### src/rtl/instruction_dispatch_control.sv
// Instruction dispatch controller: accepts one in-order instruction at a time,
// holds it until the target unit's hazards clear, then strobes that unit.
// Also runs SYNC (drain every unit) and HALT, and keeps stall/issue statistics.

package instruction_dispatch_pkg;
  typedef struct packed {
    logic [7:0]  op_code;
    logic [23:0] operand;
  } INSTRUCTION_TYPE;
endpackage

module instruction_dispatch_control
  import instruction_dispatch_pkg::*;
#(
  parameter int STALL_COUNT_WIDTH = 32
) (
  input  logic                         clk,
  input  logic                         rst,
  input  logic                         enable,
  input  INSTRUCTION_TYPE              instr,
  input  logic                         instr_valid,
  output logic                         instr_ready,
  output INSTRUCTION_TYPE              weight_instr,
  output INSTRUCTION_TYPE              matmul_instr,
  output INSTRUCTION_TYPE              act_instr,
  output logic                         weight_en,
  output logic                         matmul_en,
  output logic                         act_en,
  input  logic                         weight_busy,
  input  logic                         matmul_busy,
  input  logic                         act_busy,
  input  logic                         weight_resource_busy,
  input  logic                         matmul_resource_busy,
  input  logic                         act_resource_busy,
  output logic                         halted,
  output logic                         illegal_op,
  output logic                         busy,
  output logic [STALL_COUNT_WIDTH-1:0] stall_cycles,
  output logic [STALL_COUNT_WIDTH-1:0] issued_count
);

  typedef enum logic [1:0] {IDLE, DECODE, SYNC, HALTED} state_t;
  typedef enum logic [2:0] {
    CLS_NOP, CLS_SYNC, CLS_HALT, CLS_WEIGHT, CLS_MATMUL, CLS_ACT, CLS_ILLEGAL
  } op_class_t;

  localparam logic [STALL_COUNT_WIDTH-1:0] CNT_ONE = {{(STALL_COUNT_WIDTH-1){1'b0}}, 1'b1};
  localparam logic [STALL_COUNT_WIDTH-1:0] CNT_MAX = '1;

  state_t                       state_q, state_d;
  INSTRUCTION_TYPE              instr_q, instr_d;
  logic                         halted_q, halted_d;
  logic                         illegal_q, illegal_d;
  logic [STALL_COUNT_WIDTH-1:0] stall_q, stall_d;
  logic [STALL_COUNT_WIDTH-1:0] issued_q, issued_d;
  logic                         stall_inc, issue_inc;
  op_class_t                    op_class;
  logic                         any_unit_active;

  assign any_unit_active = weight_busy | matmul_busy | act_busy |
                           weight_resource_busy | matmul_resource_busy | act_resource_busy;

  // Classify the held opcode; the fixed encodings win over the class prefixes.
  always_comb begin
    op_class = CLS_ILLEGAL;
    if (instr_q.op_code == 8'h00)              op_class = CLS_NOP;
    else if (instr_q.op_code == 8'hFF)         op_class = CLS_SYNC;
    else if (instr_q.op_code == 8'hFE)         op_class = CLS_HALT;
    else if (instr_q.op_code[7:5] == 3'b010)   op_class = CLS_WEIGHT;
    else if (instr_q.op_code[7:5] == 3'b001)   op_class = CLS_MATMUL;
    else if (instr_q.op_code[7:5] == 3'b101)   op_class = CLS_ACT;
  end

  // Next-state, handshake and issue strobes; nothing moves while frozen or in reset.
  always_comb begin
    state_d     = state_q;
    instr_d     = instr_q;
    halted_d    = halted_q;
    illegal_d   = illegal_q;
    stall_inc   = 1'b0;
    issue_inc   = 1'b0;
    instr_ready = 1'b0;
    weight_en   = 1'b0;
    matmul_en   = 1'b0;
    act_en      = 1'b0;
    if (enable && !rst) begin
      case (state_q)
        IDLE: begin
          instr_ready = !halted_q;
          if (instr_valid && !halted_q) begin
            instr_d = instr;
            state_d = DECODE;
          end
        end
        DECODE: begin
          case (op_class)
            CLS_NOP:  state_d = IDLE;
            CLS_SYNC: state_d = SYNC;
            CLS_HALT: begin
              state_d  = HALTED;
              halted_d = 1'b1;
            end
            CLS_WEIGHT: begin
              if (!weight_busy) begin
                weight_en = 1'b1;
                issue_inc = 1'b1;
                state_d   = IDLE;
              end else begin
                stall_inc = 1'b1;
              end
            end
            CLS_MATMUL: begin
              if (!matmul_busy && !weight_busy && !act_resource_busy) begin
                matmul_en = 1'b1;
                issue_inc = 1'b1;
                state_d   = IDLE;
              end else begin
                stall_inc = 1'b1;
              end
            end
            CLS_ACT: begin
              if (!act_busy && !matmul_resource_busy) begin
                act_en    = 1'b1;
                issue_inc = 1'b1;
                state_d   = IDLE;
              end else begin
                stall_inc = 1'b1;
              end
            end
            default: begin
              illegal_d = 1'b1;
              state_d   = IDLE;
            end
          endcase
        end
        SYNC: begin
          if (any_unit_active) stall_inc = 1'b1;
          else                 state_d   = IDLE;
        end
        default: ;
      endcase
    end
    stall_d  = (stall_inc && stall_q != CNT_MAX) ? stall_q + CNT_ONE : stall_q;
    issued_d = (issue_inc && issued_q != CNT_MAX) ? issued_q + CNT_ONE : issued_q;
  end

  // State, holding register, sticky flags and counters; reset overrides enable.
  always_ff @(posedge clk) begin
    if (rst) begin
      state_q   <= IDLE;
      instr_q   <= '0;
      halted_q  <= 1'b0;
      illegal_q <= 1'b0;
      stall_q   <= '0;
      issued_q  <= '0;
    end else if (enable) begin
      state_q   <= state_d;
      instr_q   <= instr_d;
      halted_q  <= halted_d;
      illegal_q <= illegal_d;
      stall_q   <= stall_d;
      issued_q  <= issued_d;
    end
  end

  assign weight_instr = instr_q;
  assign matmul_instr = instr_q;
  assign act_instr    = instr_q;
  assign halted       = halted_q;
  assign illegal_op   = illegal_q;
  assign stall_cycles = stall_q;
  assign issued_count = issued_q;
  assign busy         = (state_q != IDLE) | weight_resource_busy |
                        matmul_resource_busy | act_resource_busy;

endmodule
### config.mk
export PLATFORM = sky130hd
export DESIGN_NAME = instruction_dispatch_control
export DESIGN_NICKNAME = d
export VERILOG_FILES = /design/src/rtl/instruction_dispatch_control.sv
export SDC_FILE = /design/constraint.sdc
export NUM_CORES = 1
export LEC_CHECK = 0
export CAP_MARGIN = 15
export CORE_ASPECT_RATIO = 1.75
export CORE_MARGIN = 5
export CORE_UTILIZATION = 39
export CTS_CLUSTER_DIAMETER = 60
export DETAILED_ROUTE_END_ITERATION = 16
export GPL_ROUTABILITY_DRIVEN = 1
export PLACE_DENSITY = 0.75
export SLEW_MARGIN = 20
export SYNTH_ARGS = -nofsm -noshare
export SYNTH_HDL_FRONTEND = slang
export SYNTH_SLANG_ARGS = --single-unit
### constraint.sdc
create_clock -name clk -period 2.3 [get_ports clk]
set_input_delay 0.23 -clock clk [delete_from_list [all_inputs] [get_ports clk]]
set_output_delay 0.23 -clock clk [all_outputs]
set_load 0.01 [all_outputs]
==> results of run 1 <==
## worst paths after layout
path	start	slack [ns]	endpoint
min reg2reg	act_instr[7]	0.49	act_instr[7]
max reg2reg	issued_count[23]	0.10	issued_count[15]
min	rst	0.41	stall_cycles[12]
max	state_q[0]	0.09	busy
## layout by cell type (no fill, tap or decap), drive strengths merged, types with 2 or more instances in the layout
cell,count
a21oi,64
and2,6
and3,13
and4,9
buf,48
clkbuf,9
clkdlybuf4s50,204
clkinv,2
dfxtp,100
dlygate4sd2,2
ha,5
inv,16
mux2i,4
nand2,93
nand2b,2
nand3,34
nand4,24
nor2,50
nor2b,4
nor3,5
nor3b,3
nor4,6
o21ai,22
o31ai,8
o41ai,2
or3,21
or4,13
xnor2,3
xor2,28
## repair_timing
action	in CTS	in global routing
gates resized for setup	6	11
pin swaps	1	2
cloned	0	0
endpoints found under the setup margin	9	55
hold buffers	0	0
## synth_stat cells (all sizes together)
master	number	area (sq um)
ha	5	62.6
nand3	34	185
o31ai	8	60.1
nor2b	4	25.0
a2111oi	1	27.5
a21oi	64	332
and2	6	38.8
o22ai	1	6.26
a311oi	1	8.76
mux2i	4	40.0
nor4	6	37.5
and4	9	83.8
nor2	50	188
a221oi	1	8.76
or2b	1	8.76
or4	13	97.6
or3b	1	8.76
xnor2	3	26.3
mux2	1	11.3
o211ai	1	7.51
nand2	93	349
dlygate4sd3	1	10.0
or3	21	133
nand4b	1	8.76
nand4	24	156
buf	71	527
inv	11	41.3
a21o	1	8.76
o311ai	1	8.76
o41ai	2	17.5
o21ba	1	10.0
clkbuf	19	92.6
and3	13	83.8
o31a	1	8.76
xor2	28	245
nor3b	3	22.5
nor3	5	25.0
dfxtp	100	2000
nand2b	2	12.5
o21ai	22	110
## where the power goes
| part | total [mW] | switching (mW) | internal [mW] |
|---|---|---|---|
| Combinational | 0.334 | 0.143 | 0.191 |
| Clock | 1.47 | 0.714 | 0.751 |
| Sequential | 1.77 | 0.0234 | 1.75 |
| Total | 3.57 | 0.881 | 2.69 |
## area by class of cell
| class | count | area (sq um) |
|---|---|---|
| clock inverter | 7 | 53.8 |
| timing repair buffer | 255 | 2460 |
| sequential | 100 | 2010 |
| clock buffer | 9 | 225 |
| multi-input combinational | 432 | 2520 |
| tap | 171 | 214 |
| inverter | 11 | 41.3 |
| fill | 1174 | 5420 |
## critical path, stage by stage (launching register included)
cell and delay, ns:
dfxtp_1 0.33, inv_1 0.08, ha_1 0.14, inv_1 0.06, or4_1 0.52, clkdlybuf4s50_1 0.51
## layer usage
layer | GRT usage | wire [um] | vias up
li1 | - | - | 2502
met5 | 0 | 0 | -
met2 | 0.373 | 8720 | 145
met4 | 0.0728 | 402 | 0
met3 | 0.0387 | 688 | 26
met1 | 0.209 | 6150 | 2466
## registers in the layout, summed over array words and instances, names as in the netlist
register	cells
halted	1
act_instr	32
illegal_op	1
stall_cycles	32
issued_count	32
state_q	2
## logic make-up (layout without fill, tap and decap cells)
| group | count (synthesis) | count (layout) | share of synthesized area |
|---|---|---|---|
| fa+ha+maj | 5 | 5 | 0.0122 |
| mux | 5 | 5 | 0.00999 |
| xor+xnor | 31 | 31 | 0.0529 |
| flops | 100 | 100 | 0.390 |
| simple gates | 286 | 286 | 0.285 |
| compound gates | 105 | 105 | 0.120 |
| buf+inv | 102 | 282 | 0.131 |
## per-stage QoR
step | instance area, sq um | power (mW) | hold slack, ns
after CTS | 7480 | 3.62 | 0.398
final | 7510 | 3.57 | 0.412
after detailed placement | 7180 | 2.15 | 0.477
after global routing | 7510 | 3.71 | 0.431
after global placement | 7180 | 2.14 | 0.455
after floorplan | 5140 | 1.97 | 0.363
==> impl_results.md, run 1 <==
* Die Area at 15,700 sq um
* Slew Viols, Final at 0
* Remaining Overflow, GRT at 0
* Sink Count at 100
* H-tree Lvls at 3
* Max-slew headroom at 0.530
* Routed WL at 16,000 um
* Post-CTS Repair Setup Buffers at 0
* Pre-CTS WS at -0.297 ns
* Syn Area/Cell at 8.10 sq um
* Setup TNS at 0 ns
* Synth cell types at 53
* Sequential-to-total area share from yosys stat at 0.390
* Number of synthesized register bits at 100
* Area Overhead vs Synth at 46.3%
* Startpoint types: flop
* Antenna violations before repair at 0
* Reg2reg path depth at 7
* Slew @ Worst Pin at approximately 0.71 ns
* Fin. Hold Viols at 0
* CTS Buf Count at 9
* Worst VDD drop at 0.315 mV
* Mapped Area at 5140 sq um
* CTS clk-pin slew, worst paths at 0.07 ns
* Die height at 162 um
* Skew-Pair Late Insertion Delay at between 0.3 and 0.4 ns
* Total number of vias at 5,139
* Max_cap viols at 0
* Fin nets at approximately 860
* Crit path DAT at between 1.5 and 2 ns
* Setup Skew at between 0.01 and 0.015 ns
* Vias in the first global route at 4,988
* Drt initial violations at 185
* Post-route ant nets at 0
* First-pass GRT wire length at 25,400 um
* Syn_nets at approximately 680
* Min setup slack post-route at 0.0859 ns
* CP Capture Type: output pin
* Inserted Diodes at 0
* DR WL/cell at 16.2 um
* Status: finished, final reports clean
* IO Pins at 209
* CTS root buf: clkbuf_16
* Die width at 96.8 um
* Starting Density at 0.397
* Final min period at 2.21 ns
* Final setup vio count at 0
* GRT Total Usage at 0.195
* CP max FO at 3
* Min-Delay Path Class: primary input to flop
* Cells after DPL at 969
* Fmax at 452 MHz
* Setup CP Type: flop to output pin
* Dpl hpwl at 12,200 um
* Post-Syn Instances at 634
* Post-layout util at 0.581
* Hold path cells at 3
* Final Wtd Congestion at 0.835
* Critical Path RT at 2.07 ns
* TritonCTS clock tree: built
* Core footprint at 12,900 sq um
* Number of port buffers at roughly 210
* Layout cells sized above 1 at 0.117
* Residual DRC at 0
* Site Rows at 55
* Largest net degree at the start of global routing at 70
* Pwr dens at 475 nW/um^2
* Synth warnings at 0
* Clk buf depth at 2
* Post-route clock period utilization at 0.963
* Drt first pass iters at 5
* LEAKAGE at 2.63 nW
* Final Non-Filler Cells at 985
* Vias/cell at 5.22
Note: power is estimated with default switching activity, not from simulation.
==> run 2: changes to the inputs <==
--- a/config.mk
+++ b/config.mk
@@ -5,10 +5,11 @@
 export SDC_FILE = /design/constraint.sdc
 export NUM_CORES = 1
 export LEC_CHECK = 0
-export CAP_MARGIN = 15
+export CELL_PAD_IN_SITES_DETAIL_PLACEMENT = 1
+export CELL_PAD_IN_SITES_GLOBAL_PLACEMENT = 1
 export CORE_ASPECT_RATIO = 1.75
 export CORE_MARGIN = 5
-export CORE_UTILIZATION = 39
+export CORE_UTILIZATION = 28
 export CTS_CLUSTER_DIAMETER = 60
 export DETAILED_ROUTE_END_ITERATION = 16
 export GPL_ROUTABILITY_DRIVEN = 1
==> run 2 against run 1 <==
Against the previous run:
- worst hold slack better by 0.013 ns
- die area is 36% higher
- largest cell class is now non-clock buffers
- via count is 2.5% higher
- count of clock-buffer cells in the layout is 2 higher
- sequential cell count stayed put
- critical path type is now flop to flop
- critical endpoint is now issued_count[3]
==> impl_results.md, run 2 (synthesis results as in run 1) <==
* Setup TNS at 0 ns
* Drt first pass iters at 4
* Starting Density at 0.284
* Post-route clock period utilization at 0.980
* H-tree Lvls at 3
* Largest net degree at the start of global routing at between 50 and 60
* Pwr Total at 3.68 mW
* Cell area after layout at 7930 sq um
* CP Cell Sequence: nand4_4, or4_4, or4_4, buf_6, buf_4, nand3_2, xor2_1, nor2_1
* Pwr dens at 464 nW/um^2
* CP max stage delay at 0.54 ns
* CTS Buf Count at 9
* Met2 Wirelength at 10,100 um
* Setup Skew at 0.0127 ns
* Top layer in use: met4
* Fin. Hold Viols at 0
* Remaining Overflow, GRT at 0
* Startpoint types: flop
* RSZ-0062 raised after global routing: true
* Most frequent CP cell: or4_4
* Die Area at 21,300 sq um
* Routed wl met3 at approximately 600 um
* Site Rows at 65
* Vias/cell at 4.86
* Die height at between 150 and 200 um
* Drt initial violations at approximately 160
* Final Non-Filler Cells at 1,083
* CP Capture Type: flop
* Area Overhead vs Synth at 54.4%
* GRT Total Usage at 0.165
* CTS Hold Buffers Added at 0
* Cell Area, Placed at 7510 sq um
* Cells after DPL at 1,064
* Total number of vias at 5,266
* Met1 wire length at 6660 um
* Clk buf depth at 2
* IO Pins at 209
* Commonest cells after routing, fill and taps aside: 203 x clkdlybuf4s50_1, 93 x dfxtp_1, 92 x nand2_1
* Commonest non-fill, non-tap cell in the layout: clkdlybuf4s50_1
* Sink Count at 100
* DR WL/cell at 16.4 um
* Critical Path RT at 2.51 ns
* Slew Viols, Final at 0
* Layout cells sized above 1 at 0.163
* Fin nets at between 800 and 900
* Routed WL at 17,700 um
* Vias in the first global route at about 5,500
* Crit path DAT at 2.47 ns
* Status: finished, final reports clean
* Residual DRC at 0
* Setup CP Type: flop to flop
* Max_cap viols at 0
* Critical path's slowest cell: or4_4
* Final setup vio count at 0
* Dpl hpwl at 13,700 um
* Worst VDD drop at 0.324 mV
* Min setup slack post-route at 0.0470 ns
* Die width at 112 um
* LEAKAGE at 2.80 nW
* Max-slew headroom at 0.502
* Number of port buffers at 208
* TritonCTS clock tree: built
* Final Wtd Congestion at between 0.8 and 0.9
* Fmax at 444 MHz
* CTS clk-pin slew, worst paths at 0.08 ns
* First-pass GRT wire length at 28,800 um
* Antenna violations before repair at 0
* Post-route ant nets at 0
* Pre-CTS WS at -0.288 ns
* Final min period at 2.25 ns
* CP max FO at 7
* Skew-Pair Late Insertion Delay at ~0.34 ns
* Min-Delay Path Class: primary input to flop
* Core footprint at 18,100 sq um
* Slew @ Worst Pin at ~0.74 ns
* Inserted Diodes at 0
* CTS root buf: clkbuf_16
## run 2: per-stage QoR
stage                     utilization  hold slack, ns
after floorplan                     -           0.363
after global placement          0.416           0.455
after detailed placement        0.416           0.478
after CTS                       0.434           0.415
after global routing            0.439           0.430
final                           0.439           0.425
## run 2: per-layer routing
layer | GRT usage | up-vias
li1 | - | 2567
met1 | 0.169 | 2566
met2 | 0.328 | 110
met3 | 0.0269 | 23
met4 | 0.0606 | 0
met5 | 0 | -
## run 2: area by class of cell
class / instances / area (sq um)
Fill cell: 2171 / 10100
Timing Repair Buffer: 290 / 2730
Multi-Input combinational cell: 432 / 2560
Sequential cell: 100 / 2010
Tap cell: 234 / 293
Clock buffer: 11 / 243
Clock inverter: 5 / 58.8
Inverter: 11 / 41.3
## run 2: final timing paths
path	start	end	slack, ns	cells past startpoint
setup reg to reg	issued_count[23]	issued_count[3]	0.05	8
setup / recovery	issued_count[23]	issued_count[3]	0.05	8
hold / removal	instr[29]	act_instr[29]	0.42	3
hold reg to reg	act_instr[14]	act_instr[14]	0.48	2
## run 2: repair_timing
| item | in CTS | in global routing |
|---|---|---|
| cloned | 0 | 1 |
| endpoints found under the setup margin | 26 | 31 |
| pin swaps | 1 | 4 |
| buffers inserted | 1 | 1 |
| resized for setup | 12 | 18 |
## run 2: worst max-delay path, delay by kind of cell, from the launching register on
family / cells / cell delay, ns
xor gates and xnor gates: 1 / 0.18
buffers and inverters: 2 / 0.30
DFF: 1 / 0.36
and+or+nand+nor: 5 / 1.28
## run 2: power by group
group          internal, mW  switching [mW]  total [mW]
combinational         0.196           0.146       0.341
clock                 0.877           0.688        1.57
sequential             1.75          0.0228        1.77
total                  2.82           0.857        3.68
==> run 3: changes to the inputs <==
--- a/config.mk
+++ b/config.mk
@@ -5,15 +5,16 @@
 export SDC_FILE = /design/constraint.sdc
 export NUM_CORES = 1
 export LEC_CHECK = 0
+export ABC_AREA = 1
 export CELL_PAD_IN_SITES_DETAIL_PLACEMENT = 1
 export CELL_PAD_IN_SITES_GLOBAL_PLACEMENT = 1
 export CORE_ASPECT_RATIO = 1.75
 export CORE_MARGIN = 5
-export CORE_UTILIZATION = 28
+export CORE_UTILIZATION = 29
 export CTS_CLUSTER_DIAMETER = 60
 export DETAILED_ROUTE_END_ITERATION = 16
 export GPL_ROUTABILITY_DRIVEN = 1
-export PLACE_DENSITY = 0.75
+export PLACE_DENSITY = 0.76
 export SLEW_MARGIN = 20
 export SYNTH_ARGS = -nofsm -noshare
 export SYNTH_HDL_FRONTEND = slang
==> run 3 against run 2 <==
Against the previous run:
- non-clock buffer count fell by 33
- highest routed layer unchanged
- first-iteration DRC count rose by 71%
- sequential share of layout area fell by 1.5 points
- wire length rose by 26%
- combinational power rose by 45%
- critical endpoint is now instr_ready
- worst hold slack improved by 0.031 ns
- critical path type is now flop to output pin
- synthesized cell count rose by 37%
- synthesized area rose by 17%
- critical path depth fell by 2
- via count rose by 18%
==> impl_results.md, run 3 <==
* Synth warnings at 0
* Commonest non-fill, non-tap cell in the layout: clkdlybuf4s50_1
* Most frequent cells after synthesis: 201 x nand2_1, 128 x nor2_1, 100 x dfxtp_1
* Dpl hpwl at ~18,000 um
* Skew-Pair Late Insertion Delay at 0.36 ns
* Top FF cell, synth: dfxtp_1
* Setup TNS at 0 ns
* Layout cells sized above 1 at 0.102
* Mapped Area at 6020 sq um
* Total number of vias at slightly above 6,000
* CTS clk-pin slew, worst paths at 0.07 ns
* Register area at 2010 sq um
* Max-slew headroom at 0.481
* Cell Area, Placed at 8130 sq um
* DR WL/cell at 17.4 um
* Combinational power share at 0.131
* Number of port buffers at 208
* Net Switching at ~0.95 mW
* Crit path DAT at 1.96 ns
* Reg2reg path depth at 12
* Synth top area cells: dfxtp_1 33%, nand2_1 13%, buf_4 8.6%
* Number of synthesized flops with an enable pin at 0
* Vias/cell at 4.84
* Core footprint at about 20,000 sq um
* Fin. Hold Viols at 0
* Syn Area/Cell at about 6.9 sq um
* Fin nets at 1,085
* Critical Path RT at 2.07 ns
* Final setup vio count at 0
* Sink Count at 100
* Status: finished, final reports clean
* CP max stage delay at 0.55 ns
* CP endpoint: instr_ready
* Seq pwr share at 0.479
* Post-synth ARST share at 0
* Sequential-to-total area share from yosys stat at 0.333
* Area Overhead vs Synth at 40.1%
* Pwr dens at 447 nW/um^2
* Synth cell types at 37
* Critical path's slowest cell: clkdlybuf4s50_1
* Number of synthesized register bits at 100
* CTS Buf Count at 9
* Setup Skew at 0.00554 ns
* Setup CP Type: flop to output pin
* Die height at ~200 um
* Syn_nets at 915
* Post-route ant nets at 0
* Yosys top cell by area: dfxtp_1
* Routed WL at 22,400 um
* IO Pins at 209
* Remaining Overflow, GRT at 0
* Die width at 119 um
* Worst r2r src: issued_count[0]
* Worst VDD drop at 0.280 mV
* CTS root buf: clkbuf_16
* Antenna violations before repair at 0
* Most frequent CP cell: inv_1
* Post-route clock period utilization at 0.954
* CP Cell Sequence: inv_1, ha_1, inv_1, nor3_1, buf_4, clkdlybuf4s50_1
* Post-synth top area share at 0.333
* CP Capture Type: output pin
* Commonest cells after routing, fill and taps aside: 204 x clkdlybuf4s50_1, 200 x nand2_1, 124 x nor2_1
* CP max FO at 3
* Post-layout util at 0.414
* Clk buf depth at 2
* Met3 GRT Util at 0.0330
* Drt initial violations at 275
* Final Wtd Congestion at 0.919
* Vias in the first global route at 6,564
* Fillcell total at 2,555
* Min-Delay Path Class: primary input to flop
* First-pass GRT wire length at 35,400 um
* Starting Density at 0.295
* Site Rows at 69
* Post-Syn Instances at around 870
* Max_cap viols at 0
* Multi-input gate area at 3170 sq um
* R2R Setup Slk at 0.26 ns
* Fmax at around 460 MHz
* Most frequent cell after synthesis: nand2_1
* CP Launch Point: state_q[0]
* Worst r2r dst: issued_count[13]
* Met2 Usage GRT at 0.360
* Slew @ Worst Pin at 0.778 ns
* Drt first pass iters at 4
* Final min period at 2.19 ns
* Int Pwr at 2.82 mW
* Sw Share at 0.253
* Largest net degree at the start of global routing at 65
* LEAKAGE at between 3 and 4 nW
* H-tree Lvls at 3
* Clock network fraction of design power at 0.390
* GR peak layer: met2
* Cell area after layout at 8430 sq um
* Die Area at about 24,000 sq um
* Inserted Diodes at 0
* Met1 usage at 0.195
* TritonCTS clock tree: built
* Cells after DPL at roughly 1,300
* Residual DRC at 0
* Startpoint types: flop
* Slew Viols, Final at 0
* Final Non-Filler Cells at between 1,000 and 1,500
* GRT Total Usage at 0.187
run 3: changes by cell type in the layout (fill, tap and decap cells not counted), sizes merged, moves of 21 or more:
cell,before,now
nor2,50,135
nor3,5,32
inv,12,42
nand3,34,55
buf,83,50
or3,21,0
nand2,93,205
run 3: repair_timing:
item | 4_1_cts | 5_1_grt
setup endpoints to repair | 2 | 2
buffers inserted | 0 | 0
resized for setup | 10 | 6
hold buffers | 0 | 0
run 3: critical path: cells and delay by family, from the launching register on:
| family | cells | cell delay, ns |
|---|---|---|
| fa+ha+maj | 1 | 0.18 |
| flops | 1 | 0.32 |
| buf+inv | 4 | 0.88 |
| simple gates | 1 | 0.24 |
run 3: per-stage QoR:
stage	worst slack (ns)	power [mW]	hold WS, ns
after floorplan	0.403	2.10	0.397
after global placement	0.139	2.33	0.477
after detailed placement	0.0448	2.34	0.481
after CTS	0.0141	3.85	0.452
after global routing	-0.00216	3.94	0.502
final	0.106	3.77	0.456
run 3: how the worst min path moves through the flow:
stage	start	endpoint	slack [ns]	cells after the start
floorplan	instr[0]	act_instr[0]	0.40	2
global placement	state_q[1]	state_q[1]	0.48	2
detailed placement	state_q[1]	state_q[1]	0.48	2
CTS	rst	state_q[0]	0.45	5
global route	rst	halted	0.50	4
finish	rst	state_q[0]	0.46	5
run 3: cells by family after synthesis:
kind of cell / Yosys count / share of synthesized area
compound gates: 107 / 0.0984
flops: 100 / 0.333
xor+xnor: 59 / 0.0859
simple gates: 457 / 0.329
fa+ha+maj: 5 / 0.0104
buf+inv: 140 / 0.143
run 3: layer usage:
metal  up-vias  wire length (um)
met5         -                 0
met4         0               731
met3        38               756
met2       140             12400
met1      2978              8530
li1       3082                 -
run 3: area by class of cell:
type,instances,share of cell area
Inverter,42,0.0187
Clock buffer,13,0.0309
Multi-Input combinational cell,628,0.376
Tap cell,248,0.0368
Sequential cell,100,0.238
Clock inverter,2,0.00119
Timing Repair Buffer,257,0.298
run 3: power groups by stage:
stage / Combinational, mW / Clock, mW / Sequential (mW)
final: 0.494 / 1.47 / 1.81
after CTS: 0.501 / 1.54 / 1.81
after global routing: 0.534 / 1.59 / 1.81
after global placement: 0.487 / 0 / 1.84
after floorplan: 0.248 / 0 / 1.85
after detailed placement: 0.494 / 0 / 1.85
